===== src/rtl/issue_ctrl_pkg.sv =====
// issue_ctrl_pkg: shared types and sizing constants for the issue controller
package issue_ctrl_pkg;
  localparam int ysyx_23060251_nreg   = 32;
  localparam int ysyx_23060251_infl_w = 3;
  typedef enum logic [1:0] {RUN, DRAIN, SERIAL} issue_state_e;
endpackage


===== src/rtl/issue_scoreboard.sv =====
// issue_scoreboard: per-register pending-write counters, RAW/WAW hazard check, in-flight count
module issue_scoreboard
  import issue_ctrl_pkg::*;
#(
  parameter int NREG   = ysyx_23060251_nreg,
  parameter int CNT_W  = 2,
  parameter int INFL_W = ysyx_23060251_infl_w
) (
  input  logic       clk_i,
  input  logic       rst_i,
  input  logic [4:0] rs1_i,
  input  logic [4:0] rs2_i,
  input  logic       use_rs1_i,
  input  logic       use_rs2_i,
  input  logic [4:0] rd_i,
  input  logic       wen_i,
  input  logic       issue_i,
  input  logic       retire_i,
  input  logic       w_wen_i,
  input  logic [4:0] w_rd_i,
  output logic       hazard_o,
  output logic       infl_zero_o
);
  localparam logic [CNT_W-1:0]  CNT_MAX  = '1;
  localparam logic [INFL_W-1:0] INFL_MAX = '1;
  logic [CNT_W-1:0]  pend_q [NREG];
  logic [CNT_W-1:0]  pend_d [NREG];
  logic [NREG-1:0]   inc, dec;
  logic [INFL_W-1:0] infl_q, infl_d;
  // x0 is never tracked: inc/dec stay 0 for index 0, so its counter never leaves 0
  always_comb begin
    inc = '0;
    dec = '0;
    for (int i = 1; i < NREG; i++) begin
      inc[i] = issue_i & wen_i & (rd_i == 5'(i));
      dec[i] = retire_i & w_wen_i & (w_rd_i == 5'(i));
    end
    for (int i = 0; i < NREG; i++) pend_d[i] = pend_q[i] + CNT_W'(inc[i]) - CNT_W'(dec[i]);
    infl_d = infl_q + INFL_W'(issue_i) - INFL_W'(retire_i);
  end
  assign hazard_o = (use_rs1_i & |rs1_i & |pend_q[rs1_i])
                  | (use_rs2_i & |rs2_i & |pend_q[rs2_i])
                  | (wen_i & |rd_i & (pend_q[rd_i] == CNT_MAX));
  assign infl_zero_o = infl_q == '0;
  always_ff @(posedge clk_i) begin
    if (rst_i) begin
      for (int i = 0; i < NREG; i++) pend_q[i] <= '0;
      infl_q <= '0;
    end else begin
      pend_q <= pend_d;
      infl_q <= infl_d;
    end
  end
  always_ff @(posedge clk_i) begin
    if (!rst_i) begin
      for (int i = 1; i < NREG; i++) begin
        assert (!(inc[i] && !dec[i] && pend_q[i] == CNT_MAX));
        assert (!(dec[i] && !inc[i] && pend_q[i] == '0));
      end
      assert (!(issue_i && !retire_i && infl_q == INFL_MAX));
      assert (!(retire_i && !issue_i && infl_q == '0));
    end
  end
endmodule


===== src/rtl/issue_ctrl.sv =====
// issue_ctrl: gates IDU -> ID/EX issue on scoreboard hazards, serialises system
// instructions and discards the decode slot on a branch redirect.
module issue_ctrl
  import issue_ctrl_pkg::*;
#(
  parameter int NREG   = ysyx_23060251_nreg,
  parameter int CNT_W  = 2,
  parameter int INFL_W = ysyx_23060251_infl_w
) (
  input  logic       clk_i,
  input  logic       rst_i,
  input  logic       d_valid_i,
  output logic       d_ready_o,
  input  logic [4:0] d_rs1_i,
  input  logic [4:0] d_rs2_i,
  input  logic       d_use_rs1_i,
  input  logic       d_use_rs2_i,
  input  logic [4:0] d_rd_i,
  input  logic       d_wenReg_i,
  input  logic       d_is_sys_i,
  output logic       E_valid_o,
  input  logic       E_ready_i,
  input  logic       redirect_i,
  input  logic       w_retire_i,
  input  logic       w_wenReg_i,
  input  logic [4:0] w_rd_i,
  input  logic       w_is_sys_i,
  output logic       stall_o
);
  issue_state_e state_q, state_d;
  logic hazard, infl_zero, can_issue, fire;
  issue_scoreboard #(.NREG(NREG), .CNT_W(CNT_W), .INFL_W(INFL_W)) u_sb (
    .clk_i       (clk_i),
    .rst_i       (rst_i),
    .rs1_i       (d_rs1_i),
    .rs2_i       (d_rs2_i),
    .use_rs1_i   (d_use_rs1_i),
    .use_rs2_i   (d_use_rs2_i),
    .rd_i        (d_rd_i),
    .wen_i       (d_wenReg_i),
    .issue_i     (fire),
    .retire_i    (w_retire_i),
    .w_wen_i     (w_wenReg_i),
    .w_rd_i      (w_rd_i),
    .hazard_o    (hazard),
    .infl_zero_o (infl_zero)
  );
  always_ff @(posedge clk_i) begin
    if (rst_i) state_q <= RUN;
    else state_q <= state_d;
  end
  // a redirect means any sys instruction waiting in DRAIN was wrong-path
  always_comb begin
    state_d = state_q;
    unique case (state_q)
      RUN:     if (d_valid_i & d_is_sys_i & ~redirect_i) state_d = !infl_zero ? DRAIN : fire ? SERIAL : RUN;
      DRAIN:   state_d = redirect_i ? RUN : fire ? SERIAL : DRAIN;
      SERIAL:  state_d = (w_retire_i & w_is_sys_i) ? RUN : SERIAL;
      default: state_d = RUN;
    endcase
  end
  always_comb begin
    can_issue = d_valid_i & ~hazard & ~redirect_i &
                (state_q == RUN ? ~(d_is_sys_i & ~infl_zero) : (state_q == DRAIN) & infl_zero);
    E_valid_o = ~rst_i & can_issue;
    fire      = E_valid_o & E_ready_i;
    d_ready_o = ~rst_i & (fire | (redirect_i & d_valid_i));
    stall_o   = ~rst_i & d_valid_i & ~d_ready_o;
  end
endmodule


===== config.mk =====
export PLATFORM = sky130hd
export DESIGN_NAME = issue_ctrl
export DESIGN_NICKNAME = d
export VERILOG_FILES = /design/src/rtl/issue_ctrl_pkg.sv /design/src/rtl/issue_scoreboard.sv /design/src/rtl/issue_ctrl.sv
export SDC_FILE = /design/constraint.sdc
export NUM_CORES = 1
export LEC_CHECK = 0
export CORE_ASPECT_RATIO = 1.4
export CORE_MARGIN = 3
export CORE_UTILIZATION = 40
export CTS_BUF_LIST = sky130_fd_sc_hd__clkbuf_16
export DETAILED_ROUTE_END_ITERATION = 12
export SLEW_MARGIN = 20
export SYNTH_ARGS = -nofsm -noshare
export SYNTH_HDL_FRONTEND = slang
export SYNTH_SLANG_ARGS = --single-unit

===== constraint.sdc =====
create_clock -name clk_i -period 9.1 [get_ports clk_i]
set_input_delay 1.365 -clock clk_i [delete_from_list [all_inputs] [get_ports clk_i]]
set_output_delay 1.365 -clock clk_i [all_outputs]
set_load 0.1 [all_outputs]

==> metrics.yaml, run 1 <==
clk_pin_slew_ns: 0.06
grt_pass1_wl_um: 23610
cpPeakStageDelay_ns: 1.15
numClockSinks: 67
crit_start: "d_rd_i[2]"
path_buf_inv: 2
fin_nets: 735
dpl.hpwl_um: 11280
finalClockSkew_ns: 0.009365
arrival_ns: 5.87
power_mw: 0.8270
vias: 4551
yosys_register_bits: 67
fin_tns_setup_ns: 0
cpMostUsedCell: "clkdlybuf4s50_1"
ys_top_cells_by_area: "dfxtp_1, ha_1, mux4_2, nor2_1, xnor2_1"
synth_most_common_cell: "nor2_1"
swShare: 0.2585
finalInstanceArea_um2: 6062
num_io_pins: 35
cap_violations: 0
crit_type: "in2out"
cp_slowest_cell: "clkdlybuf4s50_1"
drive_above_1_share: 0.07776
track_usage: 0.2131
antenna_cells: 0
cts_root_buf: "clkbuf_16"
cp_cell_sequence: "clkdlybuf4s50_1 > nand2_1 > o22ai_1 > nor3_1 > a22o_1 > a2111oi_4 > nand2_2 > a21oi_1 > clkdlybuf4s50_1"
synth_nets: 723
dp_slack_ns: 1.637
ir_drop_mv: 0.08870
ctsHoldBuffers: 0
hold_path.class: "reg2reg"
antenna_found_initial: 0
grt_max_degree: 72
ys_warn_count: 0
placed_cells: 805
r2r_slack_ns: 5.65
synth_flop_cell: "dfxtp_1"
fp.dieW_um: 103.3
clk_path_buf_depth: 2
comb_power_share: 0.129
p_clk_frac: 0.501
async_flop_share: 0
synth_edf_count: 0
cp_num_cells: 9
n_fill_cell: 1234
numCtsBuffers: 9
drt_wl_total_um: 14760
setup_slack_ns: 1.868
seq_power_share: 0.371
dr.pass1.iters: 5
syn2layout_area_growth_pct: 14.30
critical-path-top-delay-family: "buffers and inverters"
hold-worst-slack_ns: 0.5718
period_needed_ns: 7.233
grt_pass1_vias: 4578
ff2ff_path_depth: 11
drcViolationCount: 0
r2r-start: "u_sb.pend_q[16]"
die-area_um2: 14700
routabilityCongestion: 0.9616
cts_tree: "yes"
die_h_um: 142.2
internal-power_mw: 0.6132
num_rows: 49
endpoint_kind: "output port"
r2r-end: "u_sb.pend_q[31]"
htreeDepth: 3
tightest_slew_ns: 0.9742
postCtsSetupRepairBufs: 0
fp.coreArea_um2: 12940
start_util: 0.4100
syn_avg_cell_area_um2: 8.473
synth_area_leader_cell: "dfxtp_1"
yosysSeqAreaShare: 0.2529
slew_violations: 0
fin_util: 0.4686
status: "completed"
hold_violations: 0
drt_iter0_drc: 393
fmax_mhz: 138.3
synthDominantCellAreaShare: 0.2529
rsz0062_at_grt: "no"
vias_per_cell: 5.543
relSlewSlack: 0.3485
clock_latency_ns: 0.34
synth_cell_types: 57
critPathRequiredTime_ns: 7.74
power_density_nw_per_um2: 136.4
numPortBuffers: 34
cts_resized: 0
switching_power_mw: 0.2138
crit_path_end: "d_ready_o"
period_share: 0.7948
drtAntennaViolNets: 0
postPlaceCellArea_um2: 5717
gr-total-overflow: 0
start_kind: "input pin"
synth_area_um2: 5304
fin_cells: 821
hold_start: "u_sb.pend_q[15]"
finalSetupViolations: 0
p_leak_nw: 2.730
cp_max_fo: 34
synth_common_cells: "nor2_1, inv_1, dfxtp_1, ha_1, nor2b_1"
post_drt_wl_per_cell_um: 17.98
syn_inst: 626
## registers in the layout (all words and copies together) (netlist names)
name and count:
state_q 2, u_sb.infl_q 3, u_sb.pend_q 62
## logic make-up (layout without fill, tap and decap cells)
kind of cell               after synthesis  after routing  share of synthesized area
adders and majority gates               65             65                     0.1548
AOI/OAI and AO/OA                       52             52                    0.07502
and+or+nand+nor                        249            249                     0.2453
buffers and inverters                  106            123                    0.07974
DFF                                     67             67                     0.2529
muxes                                   23             23                    0.08658
xor gates and xnor gates                64             64                     0.1057
## how the worst min path moves through the flow
stage / endpoint / cells past startpoint
3_3_place_gp: u_sb.pend_q[15] / 2
4_1_cts: u_sb.pend_q[15] / 2
5_1_grt: u_sb.pend_q[51] / 2
6_report: u_sb.pend_q[15] / 2
2_1_floorplan: u_sb.pend_q[57] / 2
3_5_place_dp: u_sb.pend_q[15] / 2
## placed cells by master (no fill, tap or decap), types with 18 or more instances in the layout
cell,netlist,layout
clkdlybuf4s50_1,0,32
nand2_1,21,21
xor2_1,31,31
inv_1,72,72
nor2_1,85,85
dfxtp_1,67,67
mux4_2,18,18
ha_1,64,64
nor3_1,38,38
nor2b_1,42,42
xnor2_1,33,33
## per-layer routing
layer  vias up  track usage  part of all wire
met3        60      0.03629             0.047
met4         0       0.1180             0.055
li1       2170            -                 -
met2       174       0.3774              0.51
met5         -            0                 0
met1      2147       0.2358              0.39
## layout make-up
cell class | instances | area, um2 | share of cell area
Inverter | 72 | 270.3 | 0.04458
Clock buffer | 9 | 225.2 | 0.03715
Sequential cell | 67 | 1341 | 0.2213
Timing Repair Buffer | 35 | 337.8 | 0.05573
Clock inverter | 7 | 125.1 | 0.02064
Multi-Input combinational cell | 453 | 3540 | 0.5839
Tap cell | 178 | 222.7 | 0.03674
## worst reg2reg max path: stages (launching register included)
cell and delay, ns:
dfxtp_1 0.37, mux4_2 0.48, nor3b_1 0.21, nor3_1 0.07, a22o_1 0.28, a2111oi_4 0.38
nand2_2 0.45, nor4_1 0.50, ha_1 0.23, xor2_1 0.17, xnor2_1 0.13, nor2_1 0.05
## power groups by stage
stage	combinational, mW	sequential (mW)	clock, mW
after CTS	0.107	0.306	0.420
after global routing	0.117	0.307	0.435
after floorplan	0.0727	0.310	0
after global placement	0.105	0.313	0
after detailed placement	0.106	0.313	0
final	0.106	0.307	0.414
Note: power is estimated with default switching activity, not from simulation.
==> inputs of run 2 (changes only) <==
clock period = 5.93 ns   (was 9.1 ns; I/O delays follow)
==> metrics.yaml, run 2 (synthesized netlist as in run 1, its figures left out) <==
status: "completed"
track_usage: 0.2125
start_util: 0.4100
clk_path_buf_depth: 2
arrival_ns: 4.06
fp.dieW_um: 103.3
grt_pass1_vias: 4602
grt_max_degree: 71
cp_max_fo: 20
ir_drop_mv: 0.1219
finalInstanceArea_um2: 6087
grt.busiest_layer: "met2"
vias_per_cell: 5.504
die_h_um: 142.2
hold_path.class: "reg2reg"
ctsHoldBuffers: 0
finalClockSkew_ns: 0.009372
dpl.hpwl_um: 11300
post_drt_wl_per_cell_um: 17.69
drcViolationCount: 0
cap_violations: 0
cts_root_buf: "clkbuf_16"
fmax_mhz: 201.9
drive_above_1_share: 0.08372
rsz0062_at_grt: "no"
p_leak_nw: 2.744
drt_iter0_drc: 366
num_io_pins: 35
gr-total-overflow: 0
grt_use_met1: 0.2435
largest_register_ffs: 62
antenna_cells: 0
vias: 4530
hold_violations: 0
r2r-start: "u_sb.pend_q[35]"
postCtsSetupRepairBufs: 0
globalRouteMet3Util: 0.03727
drtAntennaViolNets: 0
routabilityCongestion: 0.9301
grt_pass1_wl_um: 23750
period_share: 0.8354
relSlewSlack: 0.3691
antenna_found_initial: 0
cts_tree: "yes"
numClockSinks: 67
numPortBuffers: 34
period_needed_ns: 4.954
endpoint_kind: "output port"
largestRegisters: "u_sb.pend_q: 62 flops, u_sb.infl_q: 3 flops, state_q: 2 flops"
num_rows: 49
dr.pass1.iters: 5
start_kind: "input pin"
final_cell_mix: "nor2_1, inv_1, dfxtp_1"
drt_wl_total_um: 14560
crit_start: "d_rd_i[2]"
clk_pin_slew_ns: 0.05
fin_tns_setup_ns: 0
clock_latency_ns: 0.34
finalSetupViolations: 0
fin_nets: 737
fp.coreArea_um2: 12940
die-area_um2: 14700
htreeDepth: 3
grt_use_met2: 0.3737
tightest_slew_ns: 0.9434
power_density_nw_per_um2: 201.4
crit_type: "in2out"
hold_start: "u_sb.pend_q[45]"
regMostFlops: "u_sb.pend_q"
final_common_cell: "nor2_1"
cts_resized: 0
syn2layout_area_growth_pct: 14.77
critPathRequiredTime_ns: 5.04
postPlaceCellArea_um2: 5762
numCtsBuffers: 9
slew_violations: 0
run 2: worst paths after layout:
path	end	slack (ns)	depth (start not counted)
setup / recovery	d_ready_o	0.98	9
hold / removal	u_sb.pend_q[45]	0.56	2
setup reg to reg	u_sb.pend_q[29]	2.57	12
hold reg to reg	u_sb.pend_q[45]	0.56	2
run 2: routing by layer:
| layer | wire, um | up-vias |
|---|---|---|
| met4 | 651 | 0 |
| met2 | 7536 | 161 |
| met3 | 804 | 44 |
| li1 | - | 2158 |
| met5 | 0 | - |
| met1 | 5567 | 2167 |
run 2: stage by stage:
stage / util / total power [mW] / setup slack [ns] / hold slack [ns] / cells
after floorplan: - / 0.5879 / 0.3428 / 0.5013 / 626
after global placement: 0.4454 / 0.6422 / 1.035 / 0.5465 / 807
after detailed placement: 0.4454 / 0.6454 / 1.002 / 0.5504 / 807
after CTS: 0.4705 / 1.235 / 0.9954 / 0.5617 / 823
after global routing: 0.4705 / 1.269 / 0.7964 / 0.5941 / 823
final: 0.4705 / 1.226 / 0.9759 / 0.5639 / 823
run 2: final cells by class:
cell class	count	area, um2
Timing Repair Buffer	37	387.9
Clock inverter	7	100.1
Sequential cell	67	1341
Clock buffer	9	225.2
Inverter	72	270.3
Tap cell	178	222.7
Multi-Input combinational cell	453	3540
Fill cell	1266	6849
run 2: where the power goes:
part | internal (mW) | total [mW] | switching (mW)
Clock | 0.372 | 0.589 | 0.217
Sequential | 0.459 | 0.470 | 0.0112
Combinational | 0.0707 | 0.167 | 0.0960
Total | 0.901 | 1.23 | 0.325
run 2: worst max-delay path, stage by stage:
cell and delay, ns:
clkdlybuf4s50_1 1.00, nand2_1 0.43, o22ai_1 0.28, nor3_1 0.09, a22o_1 0.28, a2111oi_4 0.38, nand2_2 0.11, a21oi_1 0.37
buf_12 0.23
